$ cat src/rtl/axi_lite_pkg.sv
// axi_lite_pkg: AXI4-Lite response codes and the master FSM state encoding,
// shared by axi_lite_master and its bench.
package axi_lite_pkg;

    localparam logic [1:0] RESP_OKAY   = 2'b00;
    localparam logic [1:0] RESP_EXOKAY = 2'b01;
    localparam logic [1:0] RESP_SLVERR = 2'b10;
    localparam logic [1:0] RESP_DECERR = 2'b11;

    typedef enum logic [2:0] {
        IDLE    = 3'd0,
        WR_AW_W = 3'd1,
        WR_B    = 3'd2,
        RD_AR   = 3'd3,
        RD_R    = 3'd4,
        RSP     = 3'd5
    } state_t;

endpackage

$ cat src/rtl/axi_lite_master.sv
// axi_lite_master: AXI4-Lite initiator, one outstanding command at a time.
// A single command/response port is turned into AW+W/B or AR/R bus traffic.
// All handshake outputs are registered: each is the decode of the next state,
// so every output is 0 while reset is asserted and valids drop on the edge of
// their own handshake.
// Optional build macro AXI_LITE_MASTER_ALIGN_CHECK_EN: a command whose address
// is not word aligned issues no bus transaction and is answered with SLVERR.
module axi_lite_master
    import axi_lite_pkg::*;
#(
    parameter int ADDR_WIDTH = 32
) (
    input  logic                  i_axi_clk,
    input  logic                  i_axi_rst,
    input  logic                  i_cmd_valid,
    output logic                  o_cmd_ready,
    input  logic                  i_cmd_wr,
    input  logic [ADDR_WIDTH-1:0] i_cmd_addr,
    input  logic [31:0]           i_cmd_wdata,
    input  logic [3:0]            i_cmd_wstrb,
    output logic                  o_rsp_valid,
    input  logic                  i_rsp_ready,
    output logic [31:0]           o_rsp_rdata,
    output logic [1:0]            o_rsp_resp,
    output logic                  o_awvalid,
    output logic [ADDR_WIDTH-1:0] o_awaddr,
    input  logic                  i_awready,
    output logic                  o_wvalid,
    input  logic                  i_wready,
    output logic [31:0]           o_wdata,
    output logic [3:0]            o_wstrb,
    input  logic                  i_bvalid,
    output logic                  o_bready,
    input  logic [1:0]            i_bresp,
    output logic                  o_arvalid,
    input  logic                  i_arready,
    output logic [ADDR_WIDTH-1:0] o_araddr,
    input  logic                  i_rvalid,
    output logic                  o_rready,
    input  logic [1:0]            i_rresp,
    input  logic [31:0]           i_rdata
);

    state_t                state;
    state_t                state_next;
    logic [ADDR_WIDTH-1:0] addr_q;
    logic                  aw_done;
    logic                  w_done;
    logic                  aw_done_d;
    logic                  w_done_d;
    logic                  cmd_ready_d;
    logic                  awvalid_d;
    logic                  wvalid_d;
    logic                  bready_d;
    logic                  arvalid_d;
    logic                  rready_d;
    logic                  rsp_valid_d;
    logic                  cmd_acc;
    logic                  aw_hs;
    logic                  w_hs;
    logic                  b_hs;
    logic                  ar_hs;
    logic                  r_hs;
    logic                  rsp_hs;
    logic                  misaligned;

    assign cmd_acc = i_cmd_valid & o_cmd_ready;
    assign aw_hs   = o_awvalid & i_awready;
    assign w_hs    = o_wvalid & i_wready;
    assign b_hs    = i_bvalid & o_bready;
    assign ar_hs   = o_arvalid & i_arready;
    assign r_hs    = i_rvalid & o_rready;
    assign rsp_hs  = o_rsp_valid & i_rsp_ready;

    // AW and W complete independently; a channel counts as done from the
    // edge of its own handshake onward.
    assign aw_done_d = aw_done | aw_hs;
    assign w_done_d  = w_done | w_hs;

`ifdef AXI_LITE_MASTER_ALIGN_CHECK_EN
    assign misaligned = |i_cmd_addr[1:0];
`else
    assign misaligned = 1'b0;
`endif

    // Both address channels carry the single latched command address.
    assign o_awaddr = addr_q;
    assign o_araddr = addr_q;

    // State register and registered handshake outputs.
    always_ff @(posedge i_axi_clk) begin
        if (!i_axi_rst) begin
            state       <= IDLE;
            aw_done     <= 1'b0;
            w_done      <= 1'b0;
            o_cmd_ready <= 1'b0;
            o_awvalid   <= 1'b0;
            o_wvalid    <= 1'b0;
            o_bready    <= 1'b0;
            o_arvalid   <= 1'b0;
            o_rready    <= 1'b0;
            o_rsp_valid <= 1'b0;
        end else begin
            state       <= state_next;
            aw_done     <= (state_next == WR_AW_W) & aw_done_d;
            w_done      <= (state_next == WR_AW_W) & w_done_d;
            o_cmd_ready <= cmd_ready_d;
            o_awvalid   <= awvalid_d;
            o_wvalid    <= wvalid_d;
            o_bready    <= bready_d;
            o_arvalid   <= arvalid_d;
            o_rready    <= rready_d;
            o_rsp_valid <= rsp_valid_d;
        end
    end

    // Next-state logic: advance on the handshake that completes each phase.
    always_comb begin
        state_next = state;
        case (state)
            IDLE: begin
                if (cmd_acc) begin
                    if (misaligned)    state_next = RSP;
                    else if (i_cmd_wr) state_next = WR_AW_W;
                    else               state_next = RD_AR;
                end
            end
            WR_AW_W: if (aw_done_d && w_done_d) state_next = WR_B;
            WR_B:    if (b_hs)                  state_next = RSP;
            RD_AR:   if (ar_hs)                 state_next = RD_R;
            RD_R:    if (r_hs)                  state_next = RSP;
            RSP:     if (rsp_hs)                state_next = IDLE;
            default:                            state_next = IDLE;
        endcase
    end

    // Output decode of the next state; a write valid stays low once its
    // channel has handshaken, so readies only follow completed requests.
    always_comb begin
        cmd_ready_d = (state_next == IDLE);
        awvalid_d   = (state_next == WR_AW_W) & ~aw_done_d;
        wvalid_d    = (state_next == WR_AW_W) & ~w_done_d;
        bready_d    = (state_next == WR_B);
        arvalid_d   = (state_next == RD_AR);
        rready_d    = (state_next == RD_R);
        rsp_valid_d = (state_next == RSP);
    end

    // Command latch on acceptance and response capture on B/R handshake.
    always_ff @(posedge i_axi_clk) begin
        if (!i_axi_rst) begin
            addr_q      <= '0;
            o_wdata     <= '0;
            o_wstrb     <= '0;
            o_rsp_rdata <= '0;
            o_rsp_resp  <= RESP_OKAY;
        end else begin
            if (cmd_acc) begin
                addr_q  <= i_cmd_addr;
                o_wdata <= i_cmd_wdata;
                o_wstrb <= i_cmd_wstrb;
                if (misaligned) begin
                    o_rsp_rdata <= '0;
                    o_rsp_resp  <= RESP_SLVERR;
                end
            end
            if (b_hs) begin
                o_rsp_rdata <= '0;
                o_rsp_resp  <= i_bresp;
            end
            if (r_hs) begin
                o_rsp_rdata <= i_rdata;
                o_rsp_resp  <= i_rresp;
            end
        end
    end

endmodule

$ cat config.mk
export PLATFORM = sky130hd
export DESIGN_NAME = axi_lite_master
export DESIGN_NICKNAME = d
export VERILOG_FILES = /design/src/rtl/axi_lite_pkg.sv /design/src/rtl/axi_lite_master.sv
export SDC_FILE = /design/constraint.sdc
export NUM_CORES = 1
export LEC_CHECK = 0
export ABC_AREA = 0
export CAP_MARGIN = 0
export CORE_ASPECT_RATIO = 0.5
export CORE_MARGIN = 1
export CORE_UTILIZATION = 41
export CTS_CLUSTER_SIZE = 24
export DETAILED_ROUTE_END_ITERATION = 16
export PLACE_DENSITY = 0.92
export SLEW_MARGIN = 20
export SYNTH_ARGS = -nofsm -noshare
export SYNTH_HDL_FRONTEND = slang
export SYNTH_SLANG_ARGS = --single-unit
$ cat constraint.sdc
create_clock -name i_axi_clk -period 3.3 [get_ports i_axi_clk]
set_input_delay 0.66 -clock i_axi_clk [delete_from_list [all_inputs] [get_ports i_axi_clk]]
set_output_delay 0.66 -clock i_axi_clk [all_outputs]
set_load 0.005 [all_outputs]
==> results.toml <==
[status]
outcome = "complete, no violations"

[timing]
setup_viol = 0
rsz0062_at_grt = "false"
hold_viol = 0
fin_crit_ns = 2.09
max_freq_mhz = 479
period_share = 0.632
fin_skew_ns = 0.00552
totalNegativeSetupSlack_ns = 0
slew_headroom = 0.523
drv_slew = 0
tightest_slew_ns = 0.713

[setup_path]
cp-endpoint = "o_awvalid$_SDFF_PN0_"
rr_worst_depth = 4
critical_path.max_fanout = 8
crit_required_ns = 3.59
startpoint_type = "input pin"
worst_path_largest_cell_delay_ns = 0.50
rr_startpoint = "state[0]$_SDFF_PN0_"
crit_path_start = "i_bvalid"
critPathTopFamily = "compound AO/OA/AOI/OAI gates"
arrival_ns = 2.38
cp_slowest_cell = "clkdlybuf4s50_1"
path_cells = "clkdlybuf4s50_1 -> nand2_1 -> o21ai_0 -> o2111ai_2 -> a2111oi_2"
ff2ff_setup_slack_ns = 1.55
timing.rr.end = "o_cmd_ready$_SDFF_PN0_"
end_kind = "flip-flop"
path_class = "input pin to flip-flop"
worst-path-buf-inv = 1
cp_num_cells = 5

[cts]
clk_pin_slew_ns = 0.05
h-tree-depth = 4
cts_made_buffers = 17
cts_resized = 0
cts.sinks = 114
clk_latency_ns = 0.39
cts_hold_buf = 0
cts_tree = "done"
cts_root_buf = "clkbuf_16"
clk_path_buf_depth = 2
cts_setup_buffers = 0

[detailed_routing]
drt_iter0_drc = 119
drc_errors = 0
wl_per_cell_um = 15.2
antenna_left = 0
vias_per_cell = 4.89
wirelength_mm = 13.2
drt_first_pass_iters = 6
num_vias = 4224

[power]
p_switching_w = 0.000863
p_leak_nw = 2.65
p_int_w = 0.00317
powerDensity_mw_per_mm2 = 534
vdd_drop_max_mv = 0.379
p_seq_frac = 0.371
netSwitchingFraction = 0.214
total_power_w = 0.00403
power_frac_clock = 0.495
combPwrFrac = 0.135

[synth]
synth_cell_types = 33
synth_top_family_by_area = "compound AO/OA/AOI/OAI gates"
syn-instance-count = 498
synth.yosys.warnings = 0
synth_nets = 612
syn_avg_cell_area_um2 = 8.99
synthArstFlopShare = 0
muxShareOfSynthArea = 0.00671
synth_compound_area_frac = 0.203
syn_area_mm2 = 0.00448
synth_simple_gate_area_share = 0.197
synthAdderAreaFrac = 0
synth-xor-area-share = 0
seq_area_frac_synth = 0.510
ys_ff_latch = 114
synth-edff-count = 0
synth_ff_type = "dfxtp_1"

[global_routing]
grt_max_degree = 86
grt_overflow_total = 0
grt_pass1_vias = 4359
grt_usage = 0.231
antenna_found_initial = 0
grt_pass1_wl_mm = 20.7

[job]
maxCapViolations = 0

[finish]
final_common_cell = "clkdlybuf4s50_1"
area_growth_pct = 68.5
drive_gt1_frac = 0.0677
final_cell_mix = "clkdlybuf4s50_1 (253), nand2_1 (142), dfxtp_1 (114), a21boi_0 (69), nor2b_1 (33)"
antenna_cells = 0
fin_nets = 826

[floorplan]
core_mm2 = 0.0104
die_area_mm2 = 0.0114
ios = 255
die_x_um = 150
fp-row-count = 26
die_h_um = 75.9
start_util = 0.430

[place]
globalplace.congestion = 0.834
numPortBuffers = 254
dp_hpwl_mm = 9.20

[hold_path]
hold_path_class = "flip-flop to flip-flop"
[worst register-to-register path, delay by kind of cell, from the launching register on]
| family | cells | cell delay [ns] |
|---|---|---|
| AOI/OAI and AO/OA | 1 | 0.22 |
| DFF | 1 | 0.51 |
| and+or+nand+nor | 3 | 0.89 |
[cell type report]
type,instances,area (um2)
clock buffer,20,467
multi-input combinational,318,1830
fill,742,2860
tap,140,175
timing repair buffer,261,2620
clock inverter,11,183
sequential,114,2280
[cell families (layout without fill, tap and decap cells)]
group | after synthesis | after routing
buffers and inverters | 66 | 292
DFF | 114 | 114
and+or+nand+nor | 198 | 198
AOI/OAI and AO/OA | 117 | 117
muxes | 3 | 3
[cell usage after synthesis (all sizes together), types with 2 or more instances]
cell type	count	share of area
nand2	143	0.12
dfxtp	114	0.51
a21boi	69	0.12
buf	40	0.063
nor2b	33	0.046
a22oi	32	0.054
clkbuf	26	0.022
and2	5	0.0070
a21oi	4	0.0045
nor2	4	0.0034
mux2i	3	0.0067
nand3	3	0.0034
o21ai	3	0.0034
a2111oi	2	0.0095
nand2b	2	0.0028
nor3	2	0.0022
[layer usage]
metal	part of all wire	global-route usage	vias up
met5	0	0	-
met4	0.033	0.118	0
met3	0.056	0.0572	37
met2	0.52	0.428	158
met1	0.39	0.239	1964
li1	-	-	2065
[stage by stage]
| step | instance area, um2 | setup WS (ns) | instances | util | hold slack, ns |
|---|---|---|---|---|---|
| after global placement | 6900 | 0.916 | 833 | 0.663 | 0.432 |
| after floorplan | 4480 | 1.55 | 498 | - | 0.424 |
| final | 7550 | 1.21 | 864 | 0.725 | 0.446 |
| after CTS | 7550 | 1.24 | 864 | 0.725 | 0.449 |
| after global routing | 7550 | 1.17 | 864 | 0.725 | 0.478 |
| after detailed placement | 6900 | 0.822 | 833 | 0.663 | 0.443 |
[power groups by stage]
stage | clock network (W) | logic, W | registers [W]
final | 0.00200 | 0.000543 | 0.00149
after CTS | 0.00203 | 0.000547 | 0.00149
after detailed placement | 0 | 0.000542 | 0.00152
after floorplan | 0 | 0.000215 | 0.00152
after global routing | 0.00208 | 0.000586 | 0.00150
after global placement | 0 | 0.000532 | 0.00152
[flip-flops by register name, indices dropped and copies added, names as in the netlist]
| name | flops |
|---|---|
| o_araddr | 32 |
| o_rsp_rdata | 32 |
| o_wdata | 32 |
| o_wstrb | 4 |
| state | 3 |
| o_rsp_resp | 2 |
| aw_done | 1 |
| o_arvalid | 1 |
| o_awvalid | 1 |
| o_bready | 1 |
| o_cmd_ready | 1 |
| o_rready | 1 |
| o_rsp_valid | 1 |
| o_wvalid | 1 |
| w_done | 1 |
[worst min-delay path by stage]
stage	slack, ns	cells past startpoint	start	end
after floorplan	0.42	1	aw_done$_SDFF_PN0_	o_awvalid$_SDFF_PN0_
after detailed placement	0.44	1	aw_done$_SDFF_PN0_	o_awvalid$_SDFF_PN0_
after global placement	0.43	1	aw_done$_SDFF_PN0_	o_awvalid$_SDFF_PN0_
final	0.45	1	aw_done$_SDFF_PN0_	o_awvalid$_SDFF_PN0_
after CTS	0.45	1	aw_done$_SDFF_PN0_	o_awvalid$_SDFF_PN0_
after global routing	0.48	2	o_wdata[30]$_SDFFE_PN0P_	o_wdata[30]$_SDFFE_PN0P_
Note: power is estimated with default switching activity, not from simulation.
